File: src/rtl/branch_resolve_unit_if.sv
// Request/resolution bundle between decode/ALU, the branch resolve unit and fetch.
//   in_*   : branch request (valid/ready) from decode/ALU into the unit
//   out_*  : resolution (valid/ready) from the unit to fetch
//   flush  : squash pulse to fetch, issued when a taken resolution is accepted
//   stat_* : outcome counters, present only when BRU_STATS_EN is defined
// Modports: slave = branch resolve unit side, master = request/fetch side.
interface branch_resolve_unit_if #(
  parameter int unsigned WIDTH    = 32,
  parameter int unsigned PC_WIDTH = 32
);
  logic                in_valid;
  logic                in_ready;
  logic                in_is_bne;
  logic [WIDTH-1:0]    in_a;
  logic [WIDTH-1:0]    in_b;
  logic [PC_WIDTH-1:0] in_pc;
  logic [15:0]         in_imm;
  logic                out_valid;
  logic                out_ready;
  logic                out_taken;
  logic [PC_WIDTH-1:0] out_next_pc;
  logic                flush;
`ifdef BRU_STATS_EN
  logic [31:0]         stat_taken;
  logic [31:0]         stat_not_taken;
`endif

  modport slave (
    input  in_valid, in_is_bne, in_a, in_b, in_pc, in_imm, out_ready,
    output in_ready, out_valid, out_taken, out_next_pc, flush
`ifdef BRU_STATS_EN
    , output stat_taken, stat_not_taken
`endif
  );

  modport master (
    output in_valid, in_is_bne, in_a, in_b, in_pc, in_imm, out_ready,
    input  in_ready, out_valid, out_taken, out_next_pc, flush
`ifdef BRU_STATS_EN
    , input stat_taken, stat_not_taken
`endif
  );
endinterface

File: src/rtl/branch_resolve_unit.sv
// Branch resolve unit: resolves BEQ/BNE requests and hands the next PC to fetch.
// Three-state FSM IDLE -> EVAL -> RESP -> IDLE; one request in flight at a time.
// Ports:
//   clk   : rising-edge clock
//   reset : synchronous, active-high reset
//   bus   : branch_resolve_unit_if.slave (request in, resolution out, flush)
// flush is the only combinational output: it marks the exact cycle a taken
// resolution is accepted (out_valid & out_ready & out_taken) and is masked by reset.
// Optional feature macro: BRU_STATS_EN adds stat_taken/stat_not_taken counters.
module branch_resolve_unit #(
  parameter int unsigned WIDTH    = 32,
  parameter int unsigned PC_WIDTH = 32
) (
  input  logic                     clk,
  input  logic                     reset,
  branch_resolve_unit_if.slave     bus
);

  localparam int unsigned IMM_W  = 16;
  localparam int unsigned SEXT_W = PC_WIDTH - IMM_W - 2;

  localparam logic [1:0] S_IDLE = 2'd0;
  localparam logic [1:0] S_EVAL = 2'd1;
  localparam logic [1:0] S_RESP = 2'd2;

  logic [1:0]          state_q, state_d;
  logic                in_ready_q, in_ready_d;
  logic                is_bne_q, is_bne_d;
  logic [WIDTH-1:0]    a_q, a_d;
  logic [WIDTH-1:0]    b_q, b_d;
  logic [PC_WIDTH-1:0] pc_q, pc_d;
  logic [IMM_W-1:0]    imm_q, imm_d;
  logic                out_valid_q, out_valid_d;
  logic                out_taken_q, out_taken_d;
  logic [PC_WIDTH-1:0] out_next_pc_q, out_next_pc_d;

  logic                eq_c;
  logic                taken_c;
  logic [PC_WIDTH-1:0] seq_pc_c;
  logic [PC_WIDTH-1:0] tgt_pc_c;
  logic                out_hs_c;

  // Compare and next-PC datapath on the captured request (wraps modulo 2^PC_WIDTH).
  assign eq_c     = ((a_q ^ b_q) == '0);
  assign taken_c  = is_bne_q ? ~eq_c : eq_c;
  assign seq_pc_c = pc_q + PC_WIDTH'(4);
  assign tgt_pc_c = seq_pc_c + {{SEXT_W{imm_q[IMM_W-1]}}, imm_q, 2'b00};

  // Resolution accepted by fetch this cycle; reset overrides the handshake.
  assign out_hs_c = out_valid_q & bus.out_ready & ~reset;

  // Next-state and register-input logic.
  always_comb begin
    state_d       = state_q;
    is_bne_d      = is_bne_q;
    a_d           = a_q;
    b_d           = b_q;
    pc_d          = pc_q;
    imm_d         = imm_q;
    out_valid_d   = out_valid_q;
    out_taken_d   = out_taken_q;
    out_next_pc_d = out_next_pc_q;
    case (state_q)
      S_IDLE: begin
        if (bus.in_valid && in_ready_q) begin
          is_bne_d = bus.in_is_bne;
          a_d      = bus.in_a;
          b_d      = bus.in_b;
          pc_d     = bus.in_pc;
          imm_d    = bus.in_imm;
          state_d  = S_EVAL;
        end
      end
      S_EVAL: begin
        out_taken_d   = taken_c;
        out_next_pc_d = taken_c ? tgt_pc_c : seq_pc_c;
        out_valid_d   = 1'b1;
        state_d       = S_RESP;
      end
      S_RESP: begin
        if (bus.out_ready) begin
          out_valid_d = 1'b0;
          state_d     = S_IDLE;
        end
      end
      default: begin
        out_valid_d = 1'b0;
        state_d     = S_IDLE;
      end
    endcase
    in_ready_d = (state_d == S_IDLE);
  end

  // State and datapath registers.
  always_ff @(posedge clk) begin
    if (reset) begin
      state_q       <= S_IDLE;
      in_ready_q    <= 1'b0;
      is_bne_q      <= 1'b0;
      a_q           <= '0;
      b_q           <= '0;
      pc_q          <= '0;
      imm_q         <= '0;
      out_valid_q   <= 1'b0;
      out_taken_q   <= 1'b0;
      out_next_pc_q <= '0;
    end else begin
      state_q       <= state_d;
      in_ready_q    <= in_ready_d;
      is_bne_q      <= is_bne_d;
      a_q           <= a_d;
      b_q           <= b_d;
      pc_q          <= pc_d;
      imm_q         <= imm_d;
      out_valid_q   <= out_valid_d;
      out_taken_q   <= out_taken_d;
      out_next_pc_q <= out_next_pc_d;
    end
  end

  assign bus.in_ready    = in_ready_q;
  assign bus.out_valid   = out_valid_q;
  assign bus.out_taken   = out_taken_q;
  assign bus.out_next_pc = out_next_pc_q;
  assign bus.flush       = out_hs_c & out_taken_q;

`ifdef BRU_STATS_EN
  logic [31:0] stat_taken_q;
  logic [31:0] stat_not_taken_q;

  // Outcome counters, bumped once per accepted resolution; wrap naturally.
  always_ff @(posedge clk) begin
    if (reset) begin
      stat_taken_q     <= '0;
      stat_not_taken_q <= '0;
    end else if (out_hs_c) begin
      if (out_taken_q) stat_taken_q     <= stat_taken_q + 32'd1;
      else             stat_not_taken_q <= stat_not_taken_q + 32'd1;
    end
  end

  assign bus.stat_taken     = stat_taken_q;
  assign bus.stat_not_taken = stat_not_taken_q;
`endif

endmodule
File: src/flat_wrapper.sv
// flat-port wrapper written by rule: the top's interface ports become plain ports
module branch_resolve_unit_flat 
#(
  parameter int unsigned WIDTH    = 32,
  parameter int unsigned PC_WIDTH = 32
)
  (clk, reset, bus_in_valid, bus_in_is_bne, bus_in_a, bus_in_b, bus_in_pc, bus_in_imm, bus_out_ready, bus_in_ready, bus_out_valid, bus_out_taken, bus_out_next_pc, bus_flush);
  branch_resolve_unit_if #(.WIDTH(WIDTH), .PC_WIDTH(PC_WIDTH)) bus_i ();
  input  logic clk;
  input  logic reset;
  input wire logic [$bits(bus_i.in_valid)-1:0] bus_in_valid;
  input wire logic [$bits(bus_i.in_is_bne)-1:0] bus_in_is_bne;
  input wire logic [$bits(bus_i.in_a)-1:0] bus_in_a;
  input wire logic [$bits(bus_i.in_b)-1:0] bus_in_b;
  input wire logic [$bits(bus_i.in_pc)-1:0] bus_in_pc;
  input wire logic [$bits(bus_i.in_imm)-1:0] bus_in_imm;
  input wire logic [$bits(bus_i.out_ready)-1:0] bus_out_ready;
  output wire logic [$bits(bus_i.in_ready)-1:0] bus_in_ready;
  output wire logic [$bits(bus_i.out_valid)-1:0] bus_out_valid;
  output wire logic [$bits(bus_i.out_taken)-1:0] bus_out_taken;
  output wire logic [$bits(bus_i.out_next_pc)-1:0] bus_out_next_pc;
  output wire logic [$bits(bus_i.flush)-1:0] bus_flush;
  assign bus_i.in_valid = bus_in_valid;
  assign bus_i.in_is_bne = bus_in_is_bne;
  assign bus_i.in_a = bus_in_a;
  assign bus_i.in_b = bus_in_b;
  assign bus_i.in_pc = bus_in_pc;
  assign bus_i.in_imm = bus_in_imm;
  assign bus_i.out_ready = bus_out_ready;
  assign bus_in_ready = bus_i.in_ready;
  assign bus_out_valid = bus_i.out_valid;
  assign bus_out_taken = bus_i.out_taken;
  assign bus_out_next_pc = bus_i.out_next_pc;
  assign bus_flush = bus_i.flush;
  branch_resolve_unit #(.WIDTH(WIDTH), .PC_WIDTH(PC_WIDTH)) u_core (.clk(clk), .reset(reset), .bus(bus_i));
endmodule
File: config.mk
export PLATFORM = sky130hd
export DESIGN_NAME = branch_resolve_unit_flat
export DESIGN_NICKNAME = d
export VERILOG_FILES = /design/src/rtl/branch_resolve_unit_if.sv /design/src/rtl/branch_resolve_unit.sv /design/src/flat_wrapper.sv
export SDC_FILE = /design/constraint.sdc
export NUM_CORES = 1
export LEC_CHECK = 0
export BUFFER_PORTS_ARGS = -buffer_cell sky130_fd_sc_hd__buf_2
export CORE_AREA = 2 2 120 122
export DETAILED_ROUTE_END_ITERATION = 6
export DIE_AREA = 0 0 122 124
export PLACE_DENSITY = 0.87
export SYNTH_ARGS = -nofsm -noshare
export SYNTH_HDL_FRONTEND = slang
export SYNTH_SLANG_ARGS = --single-unit
File: constraint.sdc
create_clock -name clk -period 5 [get_ports clk]
set_clock_uncertainty 0.2 [all_clocks]
set_input_delay 1 -clock clk [delete_from_list [all_inputs] [get_ports clk]]
set_output_delay 1 -clock clk [all_outputs]
set_load 0.02 [all_outputs]
==> metrics.csv <==
stage,metric,value,unit
yosys,post-synthesis simple-gate area fraction,12.7,%
setup_path,Setup crit start,u_core.pc_q[6],
finish,fin nets,1060,
floorplanning,die area,15100,sq um
setup_path,CP max FO,6,
cts,Post CTS Setup Buffer Count,0,
yosys,post-synthesis mux area share,1.50,%
sta,Worst Max-Slew Pin Slew,963,ps
setup_path,Worst path max stage delay,400,ps
setup_path,critical path class,reg2reg,
routing,vias per cell,5.84,
power_and_ir_drop,power share of the sequential group,44.0,%
yosys,Mapped Cells,775,
finish,fraction of layout cells with a size suffix above 1,22.5,%
sta,endpoints failing setup,0,
routing,Routed wire per std cell,17.3,um
setup_path,Worst R2R Start,u_core.pc_q[6],
yosys,largest family of logic cells by synthesized area,compound AO/OA/AOI/OAI gates,
cts,CTS tree,yes,
sta,Setup TNS,0,ps
job,max cap viols,0,
placed_design,Final HPWL DP,13.7,mm
placed_design,I/O Buffers,152,
yosys,top post-synthesis cells by area,"dfxtp_1 40%, a22o_1 13%, ha_1 6.2%, xor2_1 6.0%, xnor2_1 3.5%",
sta,f_max,224,MHz
global_routing,initial antenna violation count,1,
cts,clock sink count,150,
setup_path,internal reg-to-reg setup slack,540,ps
finish,Layout area overhead,20.0,%
global_routing,global-route wire length before repair,30.6,mm
yosys,post-synthesis compound-gate area fraction,26.3,%
setup_path,critical path's most frequent cell,and4_1,
cts,Clock Tree Buf Depth,2,
global_routing,vias in the first global route,6162,
power_and_ir_drop,sw frac,26.0,%
sta,period utilisation layout,89.2,%
finish,"Design Area, Final",8930,sq um
power_and_ir_drop,Clock Power Share,43.3,%
routing,post-route ant nets,0,
yosys,ys async rst share,0,%
cts,CTS Buf Count,17,
routing,TritonRoute pass-1 iters,7,
yosys,Adder-Cell Fraction of Synth Area,6.49,%
yosys,"EDFF count, synth",0,
floorplanning,I/O pin count,153,
cts,Worst-Skew Late Latency,430,ps
hold_path,launch point of the worst hold path,u_core.bus.out_next_pc[1],
cts,CTS root buf,clkbuf_16,
yosys,Yosys top cell area share,40.3,%
setup_path,crit-path cells,and4_1 > and4_1 > and4_1 > and4_4 > nand2_1 > xnor2_1 > ha_1 > o21ai_0 > o211ai_1 > a21oi_1 > nor2b_1 > a211o_1 > a311oi_4 > a21oi_2 > xnor2_1 > o311ai_1,
yosys,Syn Nets,930,
finish,Ant. Diodes,0,
yosys,post-synthesis xor/xnor area fraction,9.74,%
yosys,Syn. warnings,0,
hold_path,worst hold path type,reg2reg,
yosys,dominant synthesized flop cell,dfxtp_1,
placed_design,routability cong.,0.948,
sta,Hold Fails Final Rpt,0,
cts,CTS resizes,0,
power_and_ir_drop,Switch Pwr,775,uW
setup_path,RR Endpoint,u_core.bus.out_next_pc[31],
sta,fin. max-slew vios,0,
run_status,outcome,"finished, final reports clean",
sta,crit path time final,4460,ps
power_and_ir_drop,P_leak,0.00406,uW
setup_path,Worst setup SP type,register,
finish,area of the multi-input gates,4250,sq um
sta,unrepaired setup endpoints after global routing,false,
setup_path,Worst Path Required,5130,ps
floorplanning,CORE AREA,13700,sq um
yosys,Synth Area per Inst,9.61,sq um
sta,Max-slew headroom,35.7,%
floorplanning,Initial Util,54.3,%
hold_path,Hold Crit Depth,2,
power_and_ir_drop,worst vdd ir,0.243,mV
global_routing,Tot GR Track Use,26.2,%
routing,Via Count,6405,
hold_path,Worst Hold End,u_core.bus.out_next_pc[1],
yosys,Synth Cell Area,7450,sq um
power_and_ir_drop,power per cell area,334,nW/um^2
floorplanning,Die X,122,um
yosys,largest area contributor in the netlist,dfxtp_1,
finish,fillers,1101,
cts,hold_buf cts,0,
setup_path,CP max stage cell,dfxtp_1,
setup_path,critical path data arrival time,4590,ps
routing,DRC viols,0,
setup_path,Worst setup EP type,register,
global_routing,total gr overflow,0,
yosys,Netlist cell types,66,
cts,# H-tree levels,4,
routing,Starting DRT DRC Count,350,
setup_path,R2R cell count,16,
cts,"Reg clk slew, reported paths",60,ps
routing,final WL,19.0,mm
finish,Seq. cell area,3000,sq um
yosys,Seq cells post-synth,150,
finish,final core occ,65.1,%
floorplanning,Die Ht,124,um
global_routing,largest net degree at the start of global routing,115,
yosys,"Seq/Total Area, Yosys",40.3,%
floorplanning,# rows,43,
power_and_ir_drop,P_int,2210,uW
power_and_ir_drop,Logic pwr share,12.8,%
placed_design,placed cell area,8350,sq um
-- cell families (layout without fill, tap and decap cells) --
family                     count (synthesis)  count (layout)
AOI/OAI and AO/OA                        249             249
xor gates and xnor gates                  82              82
adders and majority gates                 38              38
buffers and inverters                     58             200
DFF                                      150             150
muxes                                     11              11
and+or+nand+nor                          187             187
-- metal layers --
layer	global-route usage, %	vias up	wire length, um
met3	7.88	35	1640
met4	10.1	2	408
met2	42.7	255	8700
met5	0	-	13
met1	32.6	2949	8190
li1	-	3164	-
-- worst max path at each step --
stage / endpoint / slack (ps) / cells after the start
after detailed placement: u_core.bus.out_next_pc[31] / 580 / 16
after global routing: u_core.bus.out_next_pc[31] / 140 / 16
after global placement: u_core.bus.out_next_pc[31] / 770 / 16
after CTS: u_core.bus.out_next_pc[31] / 560 / 16
after floorplan: u_core.bus.out_next_pc[30] / 1070 / 17
final: u_core.bus.out_next_pc[31] / 540 / 16
-- worst max-delay path: cells and delay by family (launching register included) --
kind,cells,cell delay [ps]
compound gates,7,1660
simple gates,6,1330
xor+xnor,2,420
flops,1,400
fa+ha+maj,1,340
-- cell type report --
cell class | count | area share, %
clock buffer | 20 | 4.89
clock inverter | 11 | 1.69
inverter | 12 | 0.504
multi-input combinational | 567 | 47.6
sequential | 150 | 33.6
tap | 180 | 2.52
timing repair buffer | 157 | 9.22
-- registers in the layout, summed over array words and instances, names as in the netlist --
register,cells
u_core.bus.out_valid,1
u_core.imm_q,16
u_core.state_q,2
u_core.b_q,32
u_core.a_q,32
u_core.bus.in_ready,1
u_core.is_bne_q,1
u_core.pc_q,32
u_core.bus.out_next_pc,32
u_core.bus.out_taken,1
-- power by group through the flow --
stage	registers, uW	clock network (uW)	logic, uW
after floorplan	1340	0	240
after global placement	1340	0	371
after detailed placement	1340	0	378
after CTS	1310	1310	380
after global routing	1320	1360	419
final	1310	1290	381
-- metrics by stage --
stage                     power, uW  worst slack, ps  cells  hold slack, ps
final                          2980              540   1097             249
after CTS                      3010              559   1097             254
after detailed placement       1710              576   1066             245
after global placement         1710              774   1066             241
after floorplan                1580             1070    775             232
after global routing           3100              137   1097             274
-- cell usage in the layout, fill, tap and decap left out, types with 14 or more instances in the layout --
cell / instances
a22o_1: 113
nor3_1: 14
xor2_1: 51
nor2_1: 61
a21oi_1: 37
clkbuf_16: 17
xnor2_1: 29
ha_1: 37
dfxtp_1: 150
nand3_1: 15
buf_2: 152
a211oi_1: 25
nand2_1: 37
-- synthesized netlist by cell type, types with 3 or more instances --
cell      number
ha_1          37
and2_1         5
clkbuf_1      37
nand2_1       37
nor2_1        62
o21ai_0       10
o211ai_1       5
a31oi_1        4
and4_1         6
a21o_1        11
nor3_1        14
and3_1         6
nand3_1       15
a21boi_0       3
dfxtp_1      150
xor2_1        51
nand4_1       11
mux2i_1       10
o21ai_1        4
a21oi_1       37
nor4_1        11
nand2b_1       5
buf_1          6
xnor2_1       30
a22o_1       113
inv_1         11
nor2b_1        5
a21oi_2        5
o21a_1         4
o31a_1         5
a211oi_1      25
Note: power is estimated with default switching activity, not from simulation.
